[config.mk]
export PLATFORM = sky130hd
export DESIGN_NAME = pattern_compare
export DESIGN_NICKNAME = d
export VERILOG_FILES = /design/src/rtl/pm_pkg.sv /design/src/rtl/pattern_window.sv /design/src/rtl/pattern_compare.sv
export SDC_FILE = /design/constraint.sdc
export NUM_CORES = 1
export LEC_CHECK = 0
export CELL_PAD_IN_SITES_DETAIL_PLACEMENT = 0
export CELL_PAD_IN_SITES_GLOBAL_PLACEMENT = 1
export CORE_MARGIN = 2
export CORE_UTILIZATION = 42
export DETAILED_ROUTE_END_ITERATION = 8
export HOLD_SLACK_MARGIN = 0.15
export PLACE_DENSITY = 0.86
export SLEW_MARGIN = 20
export SYNTH_ARGS = -nofsm -noshare
export SYNTH_HDL_FRONTEND = slang
export SYNTH_SLANG_ARGS = --single-unit
export TNS_END_PERCENT = 20
[constraint.sdc]
create_clock -name clock -period 3 [get_ports clock]
set_input_delay 0.6 -clock clock [delete_from_list [all_inputs] [get_ports clock]]
set_output_delay 0.6 -clock clock [all_outputs]
set_load 0.05 [all_outputs]
[src/rtl/pm_pkg.sv]
// Shared types and defaults for the pattern matching engine.
// Latency: n/a (declarations only); backpressure: n/a.
package pm_pkg;
    localparam int PM_ADDR_W = 9;
    localparam int PM_DATA_W = 8;
    localparam int MEM_DEPTH = 2 ** PM_ADDR_W;

    typedef enum logic [1:0] {
        IDLE = 2'd0,
        SCAN = 2'd1,
        DONE = 2'd2
    } state_t;
endpackage

[src/rtl/pattern_window.sv]
// Sliding byte window, saturating fill counter and comparator; hit is combinational on the next-window value.
// Latency: window updates one cycle after shift; no backpressure, shift is accepted every cycle.
module pattern_window
    import pm_pkg::*;
#(
    parameter int DATA_W  = PM_DATA_W,
    parameter int PAT_LEN = 4
) (
    input  logic                      clock,
    input  logic                      reset,
    input  logic                      clear,
    input  logic                      shift,
    input  logic [DATA_W-1:0]         data,
    input  logic [PAT_LEN*DATA_W-1:0] pat,
    output logic                      hit
);
    localparam int W  = PAT_LEN * DATA_W;
    localparam int CW = $clog2(PAT_LEN + 1);
    localparam logic [CW-1:0] FULL = CW'(PAT_LEN);

    logic [W-1:0]  window;
    logic [W-1:0]  window_next;
    logic [CW-1:0] cnt;
    logic [CW-1:0] cnt_next;

    // Newest byte enters at the top so byte 0 lines up with pattern byte 0.
    always_comb begin
        window_next = {data, window[W-1:DATA_W]};
        cnt_next    = (cnt == FULL) ? cnt : cnt + 1'b1;
        hit         = shift && (cnt_next == FULL) && (window_next == pat);
    end

    always_ff @(posedge clock or negedge reset) begin
        if (!reset) begin
            window <= '0;
            cnt    <= '0;
        end else if (clear) begin
            window <= '0;
            cnt    <= '0;
        end else if (shift) begin
            window <= window_next;
            cnt    <= cnt_next;
        end
    end
endmodule

[src/rtl/pattern_compare.sv]
// Streams text memory through a sliding window and reports the first pattern match or exhaustion.
// Latency: done 3 cycles after the last matching byte's read address is counted; no backpressure, one read per cycle.
module pattern_compare
    import pm_pkg::*;
#(
    parameter int ADDR_W  = PM_ADDR_W,
    parameter int DATA_W  = PM_DATA_W,
    parameter int PAT_LEN = 4
) (
    input  logic                      clock,
    input  logic                      reset,
    input  logic                      inc_flag,
    input  logic [PAT_LEN*DATA_W-1:0] pattern,
    output logic                      mem_rd,
    output logic [ADDR_W-1:0]         mem_addr,
    input  logic [DATA_W-1:0]         mem_data,
    output logic                      done_flag,
    output logic                      found,
    output logic [ADDR_W-1:0]         match_address
);
    localparam logic [ADDR_W-1:0] LAST_ADDR = '1;
    localparam logic [ADDR_W-1:0] BACK      = ADDR_W'(PAT_LEN - 1);

    state_t                    state;
    logic [ADDR_W-1:0]         addr;
    logic                      issued_last;
    logic                      data_vld;
    logic [ADDR_W-1:0]         data_addr;
    logic [PAT_LEN*DATA_W-1:0] pat_q;
    logic                      start;
    logic                      consume;
    logic                      last_byte;
    logic                      hit;

    assign start     = (state == IDLE) && inc_flag;
    assign consume   = (state == SCAN) && inc_flag && data_vld;
    assign last_byte = (data_addr == LAST_ADDR);

    pattern_window #(
        .DATA_W  (DATA_W),
        .PAT_LEN (PAT_LEN)
    ) u_window (
        .clock (clock),
        .reset (reset),
        .clear (start),
        .shift (consume),
        .data  (mem_data),
        .pat   (pat_q),
        .hit   (hit)
    );

    always_ff @(posedge clock or negedge reset) begin
        if (!reset) begin
            state         <= IDLE;
            addr          <= '0;
            issued_last   <= 1'b0;
            data_vld      <= 1'b0;
            data_addr     <= '0;
            pat_q         <= '0;
            mem_rd        <= 1'b0;
            mem_addr      <= '0;
            done_flag     <= 1'b0;
            found         <= 1'b0;
            match_address <= '0;
        end else begin
            // Tracks the read in flight; data is only used while scanning.
            data_vld  <= mem_rd;
            data_addr <= mem_addr;
            case (state)
                IDLE: begin
                    mem_rd    <= 1'b0;
                    done_flag <= 1'b0;
                    found     <= 1'b0;
                    if (inc_flag) begin
                        state         <= SCAN;
                        pat_q         <= pattern;
                        addr          <= '0;
                        issued_last   <= 1'b0;
                        match_address <= '0;
                    end
                end
                SCAN: begin
                    if (!inc_flag) begin
                        state  <= IDLE;
                        mem_rd <= 1'b0;
                    end else if (consume && (hit || last_byte)) begin
                        // A match on the final byte outranks exhaustion.
                        state         <= DONE;
                        mem_rd        <= 1'b0;
                        done_flag     <= 1'b1;
                        found         <= hit;
                        match_address <= hit ? (data_addr - BACK) : '0;
                    end else if (!issued_last) begin
                        mem_rd   <= 1'b1;
                        mem_addr <= addr;
                        if (addr == LAST_ADDR) begin
                            issued_last <= 1'b1;
                        end else begin
                            addr <= addr + 1'b1;
                        end
                    end else begin
                        mem_rd <= 1'b0;
                    end
                end
                DONE: begin
                    mem_rd <= 1'b0;
                    if (!inc_flag) begin
                        state     <= IDLE;
                        done_flag <= 1'b0;
                        found     <= 1'b0;
                    end
                end
                default: begin
                    state  <= IDLE;
                    mem_rd <= 1'b0;
                end
            endcase
        end
    end
endmodule

-- Yosys cells after proc, flatten, opt, wreduce, memory -nomap -nowiden
Index checks and enable logic that the tools add are counted.
Widths: inputs -> output; s select.
- bits in registers: 110
- input port bits: 43
- logic and storage cells: 88
- $add $sub $neg: 3
- equal/unequal tests: 15
- mux-type cells: 37
- bitwise operators: 2
- reductions and logical operators: 18
- operators with widths (cell ; count):
    $mux 9 ; 8
    $mux 32 ; 2
    $pmux 9 s2 ; 2
    $eq 32x32->1 ; 1
    $eq 9x9->1 const B ; 2
    $reduce_and 4->1 ; 4
    $mux 1 ; 14
    $ne 2x2->1 const B ; 6
    $add 9x1->9 const B ; 1
    $mux 3 ; 3
    $sub 9x2->9 const B ; 1
    $mux 2 ; 4
    $eq 3x3->1 const B ; 2
    $logic_and 1x1->1 ; 6
    $pmux 1 s3 ; 2
    $pmux 2 s3 ; 1
    $reduce_and 6->1 ; 1
    $reduce_bool 2->1 ; 2
    $add 3x1->3 const B ; 1
    $ne 3x2->1 const B ; 1
    $reduce_and 3->1 ; 1
    $reduce_bool 3->1 ; 1
    $eq 2x1->1 const B ; 1
    $eq 2x2->1 const B ; 1
    6 further kinds ; 7

-- Depth between registers and ports, before layout
- depth after elaboration: 10
- gate-level depth with buffers: 10

-- By module
A second synthesis with hierarchy kept.
- cells, all modules: 389
- area, all modules: 4668.2 sq um
- by module, submodules not included (module ; instances ; cells an instance ; area an instance (sq um) ; sequential area each (sq um)):
    pattern_compare ; 1 ; 248 ; 3169.3 ; 1876.8
    pattern_window ; 1 ; 141 ; 1498.9 ; 675.6

-- Worst setup path before layout
No wires, ideal clock.
- path kind: input to register
- from: input mem_data[6]
- to: register mem_addr[0]
- arrival time: 2.107 ns
- slack: 0.765 ns
- stages: 8
- buffers on the path: 1
- cell sequence: xnor2_1 nand4_1 nor4_1 nand4_2 a21oi_4 or3_1 buf_6 mux2_1
- cells in the longest elaborated chain, start to end: 6
- RTL lines (element ; RTL line ; RTL):
    start, declared ; pattern_compare.sv:16 ; input logic [DATA_W-1:0] mem_data,
    $eq 32x32->1 ; pattern_window.sv:30 ; hit = shift && (cnt_next == FULL) && (window_next == pat);
    $logic_and 1x1->1 ; pattern_window.sv:30 ;
    $logic_or 1x1->1 ; pattern_compare.sv:86 ; end else if (consume && (hit || last_byte)) begin
    $logic_and 1x1->1 ; pattern_compare.sv:86 ;
    $not 1->1 (no source line) ; n/a ;
    $reduce_and 4->1 (no source line) ; n/a ;
    end signal, assigned ; pattern_compare.sv:95 ; mem_addr <= addr;
    end, declared ; pattern_compare.sv:15 ; output logic [ADDR_W-1:0] mem_addr,
Every way passes these cells.
A chain may end at the register's enable or synchronous reset.

-- Worst setup path in the final report
- from: input mem_data[6]
- to: register match_address[6]
- cells in the longest elaborated chain, start to end: 6
- RTL lines (element ; RTL line ; RTL):
    $eq 32x32->1 * ; pattern_window.sv:30 ;
    $logic_and 1x1->1 * ; pattern_window.sv:30 ;
    $mux 9 / $logic_or 1x1->1 (equally long branches) ; pattern_compare.sv:92, pattern_compare.sv:86 ;
    $mux 9 / $logic_and 1x1->1 (equally long branches) ; pattern_compare.sv:86 ;
    $mux 9 / $ne 2x1->1 (equally long branches) ; n/a ;
    $pmux 9 s2 / $reduce_and 4->1 (equally long branches) ; n/a ;
    end signal, assigned ; pattern_compare.sv:92 ; match_address <= hit ? (data_addr - BACK) : '0;
    end, declared ; pattern_compare.sv:19 ; output logic [ADDR_W-1:0] match_address
Every way passes the cells marked *; elsewhere a longest branch is shown, timed or not. The select of a mux whose other input is x is not followed.

==> results.md <==
- Crit Path Class: in -> reg
- Initial antenna violation count: 0
- Routed Antenna Nets: 0
- Worst min path class: in -> async
- Req. time, crit path: 3.25 ns
- Largest net degree at the start of global routing: 58
- First-pass GRT wire length: 16.3 mm
- CTS clk-pin slew, worst paths: 0.08 ns
- I/O Pins: 64
- Final Core Density: 0.531
- Arrival @ worst endpoint: 2.78 ns
- Mean Syn Cell Area: 9.86 um2
- Post-route clock period utilization: 0.844
- Final setup fails: 0
- Post-CTS Setup Bufs: 0
- Final HPWL DP: 6.76 mm
- Area grow syn2layout: 22.2%
- Setup TNS after final layout: 0 ns
- P_leak: 2.63 nW
- Layout cell share with drive strength beyond 1: 0.0646
- Commonest cells after routing, fill and taps aside: nand2_1 (156), dfrtp_1 (102), clkdlybuf4s50_1 (62)
- #FFs+latches synth: 102
- Max-cap violations: 0
- PortBufs: 63
- Setup crit start kind: input port
- CTS Buf Count: 9
- Synth Cell Area: 4530 um2
- Synth Area in Adders: 0.0138
- Via density: 5.06
- Sequential element share of the synthesized area: 0.564
- 1st-pass router iterations: 4
- CTS tree: built
- Vias in the first global route: 3257
- Wirelength per Cell: 14.6 um
- Max VDD drop: 0.203 mV
- Initial Utilization: 0.434
- Diode count: 0
- Die Ht: 108 um
- Post-CTS sizing: 0
- XOR/XNOR Fraction of Synth Area: 0.0793
- Worst Tran Pin Value: 0.657 ns
- Most common cell after layout, fill and taps aside: nand2_1
- Fin area: 5530 um2
- Endpoint class of the critical path: flop
- CTS Hold Bufs: 0
- DRC errors left: 0
- WL final: 9.66 mm
- Yosys warnings: 0
- Fillers: 922
- Die X: 108 um
- Crit path max fanout: 11
- Status: finished clean
- Post-Synthesis Cells: 459
- DRT iter0 DRCs: 184
- Fmax: 395 MHz
- Post-synthesis async set-or-reset flop share: 1.00
- Synth Area in Compound Gates: 0.0675
- Simple-gate portion of the synthesized area: 0.228
- Core box area: 10400 um2
- H-tree Lvls: 3
- Vias: 3351
- Remaining Overflow, GRT: 0
- Pwr/cell area: 508 nW/um2
- Worst rel slew slack: 0.562
- Cell Area, Placed: 5330 um2
- Unrepaired setup endpoints after global routing: false
- # rows: 37
- Hold Vio Cnt, Final: 0
- Mux cell area share after synthesis: 0.0246
- Placer Congestion: 0.790
- DIE AREA: 11600 um2
- Latest clock arrival within the worst-skew pair: 0.37 ns
- Max Slew Vio Count: 0
- Syn Nets: 507
- EDFF count, synth: 0
- Clock tree buffer depth: 2
- CTS sink count: 102
- Overall global routing resource usage: 0.182
- Post-route minimum period: 2.53 ns
- Clock root cell: clkbuf_8
- Unique masters post-synth: 43
- Nets: 569
- Top FF cell, synth: dfrtp_1
- Skew final: 0.0117 ns
- Largest family of logic cells by synthesized area: simple AND/OR/NAND/NOR gates
synth_stat cells, types with 2 or more instances:
cell type | number | area, um2
a21oi_1 | 3 | 15.0
and2_1 | 3 | 18.8
and3_1 | 2 | 12.5
buf_1 | 3 | 11.3
buf_2 | 2 | 10.0
clkbuf_1 | 15 | 56.3
dfrtp_1 | 102 | 2550
ha_1 | 5 | 62.6
inv_1 | 4 | 15.0
mux2_1 | 9 | 101
nand2_1 | 156 | 586
nand2b_1 | 3 | 18.8
nand3_1 | 31 | 155
nand4_1 | 11 | 68.8
nor2_1 | 11 | 41.3
nor3_1 | 4 | 20.0
nor4_1 | 2 | 12.5
o21ai_0 | 9 | 45.0
o22a_1 | 2 | 17.5
o2bb2ai_1 | 9 | 78.8
o31ai_1 | 9 | 67.6
o41ai_1 | 2 | 17.5
or2_2 | 2 | 12.5
or3_1 | 2 | 12.5
xnor2_1 | 38 | 333
xor2_1 | 3 | 26.3
final timing paths:
path / depth (start not counted) / slack [ns] / startpoint / to
worst max-delay path: 10 / 0.47 / mem_data[6] / match_address[6]
worst min-delay path: 1 / 0.25 / reset / addr[0]
worst max register to register: 9 / 0.58 / u_window.window[23] / match_address[6]
worst min register to register: 0 / 0.41 / mem_addr[8] / data_addr[8]
max in group asynchronous: 2 / 2.06 / reset / u_window.window[15]
min in group clock: 0 / 0.41 / mem_addr[8] / data_addr[8]
layer usage:
layer	GRT usage	up-vias	wire, um
met4	0.0696	0	165
met1	0.272	1605	4830
li1	-	1656	-
met5	0	-	0
met2	0.261	79	4270
met3	0.0345	11	395
worst max-delay path, stage by stage:
cell,delay (ns)
clkdlybuf4s50_1,0.50
xnor2_1,0.13
nand4_1,0.11
nor4_1,0.33
buf_4,0.18
nand4_2,0.14
buf_4,0.21
a21boi_0,0.17
o21ai_1,0.22
o2bb2ai_1,0.20
logic make-up after synthesis:
kind of cell | count (synthesis)
AND/OR/NAND/NOR | 234
buffers and inverters | 25
adder cells (fa/ha/maj) | 5
multiplexers | 10
AO/OA/AOI/OAI | 42
XOR/XNOR | 41
flip-flops | 102
cell type report:
cell class,instances,area [um2],share of cell area
well taps,136,170,0.0308
flip-flops and latches,102,2550,0.462
inverters,4,15.0,0.00272
multi-input cells,332,1870,0.339
clock buffers,10,138,0.0249
repair buffers,72,721,0.130
clock inverters,6,61.3,0.0111
sequential cells by signal (all words and copies together) (netlist names), 2 cells and up:
register and flops:
addr 9, data_addr 9, match_address 9, mem_addr 9
pat_q 32, state 2, u_window.cnt 3, u_window.window 24
power by group:
| part | internal [mW] | switching (mW) | leakage, nW |
|---|---|---|---|
| registers | 1.46 | 0.0824 | 1.36 |
| logic | 0.183 | 0.210 | 1.17 |
| clock network | 0.405 | 0.461 | 0.102 |
| total | 2.05 | 0.754 | 2.63 |
metrics by stage:
step	hold WS (ns)	cells	worst slack (ns)	power (mW)
floorplan	0.304	459	0.765	1.79
global placement	0.399	646	0.119	1.96
detailed placement	0.400	646	0.0351	1.97
CTS	0.261	662	0.437	2.83
global route	0.303	662	0.237	2.94
finish	0.252	662	0.468	2.81
Note: power is estimated with default switching activity, not from simulation.
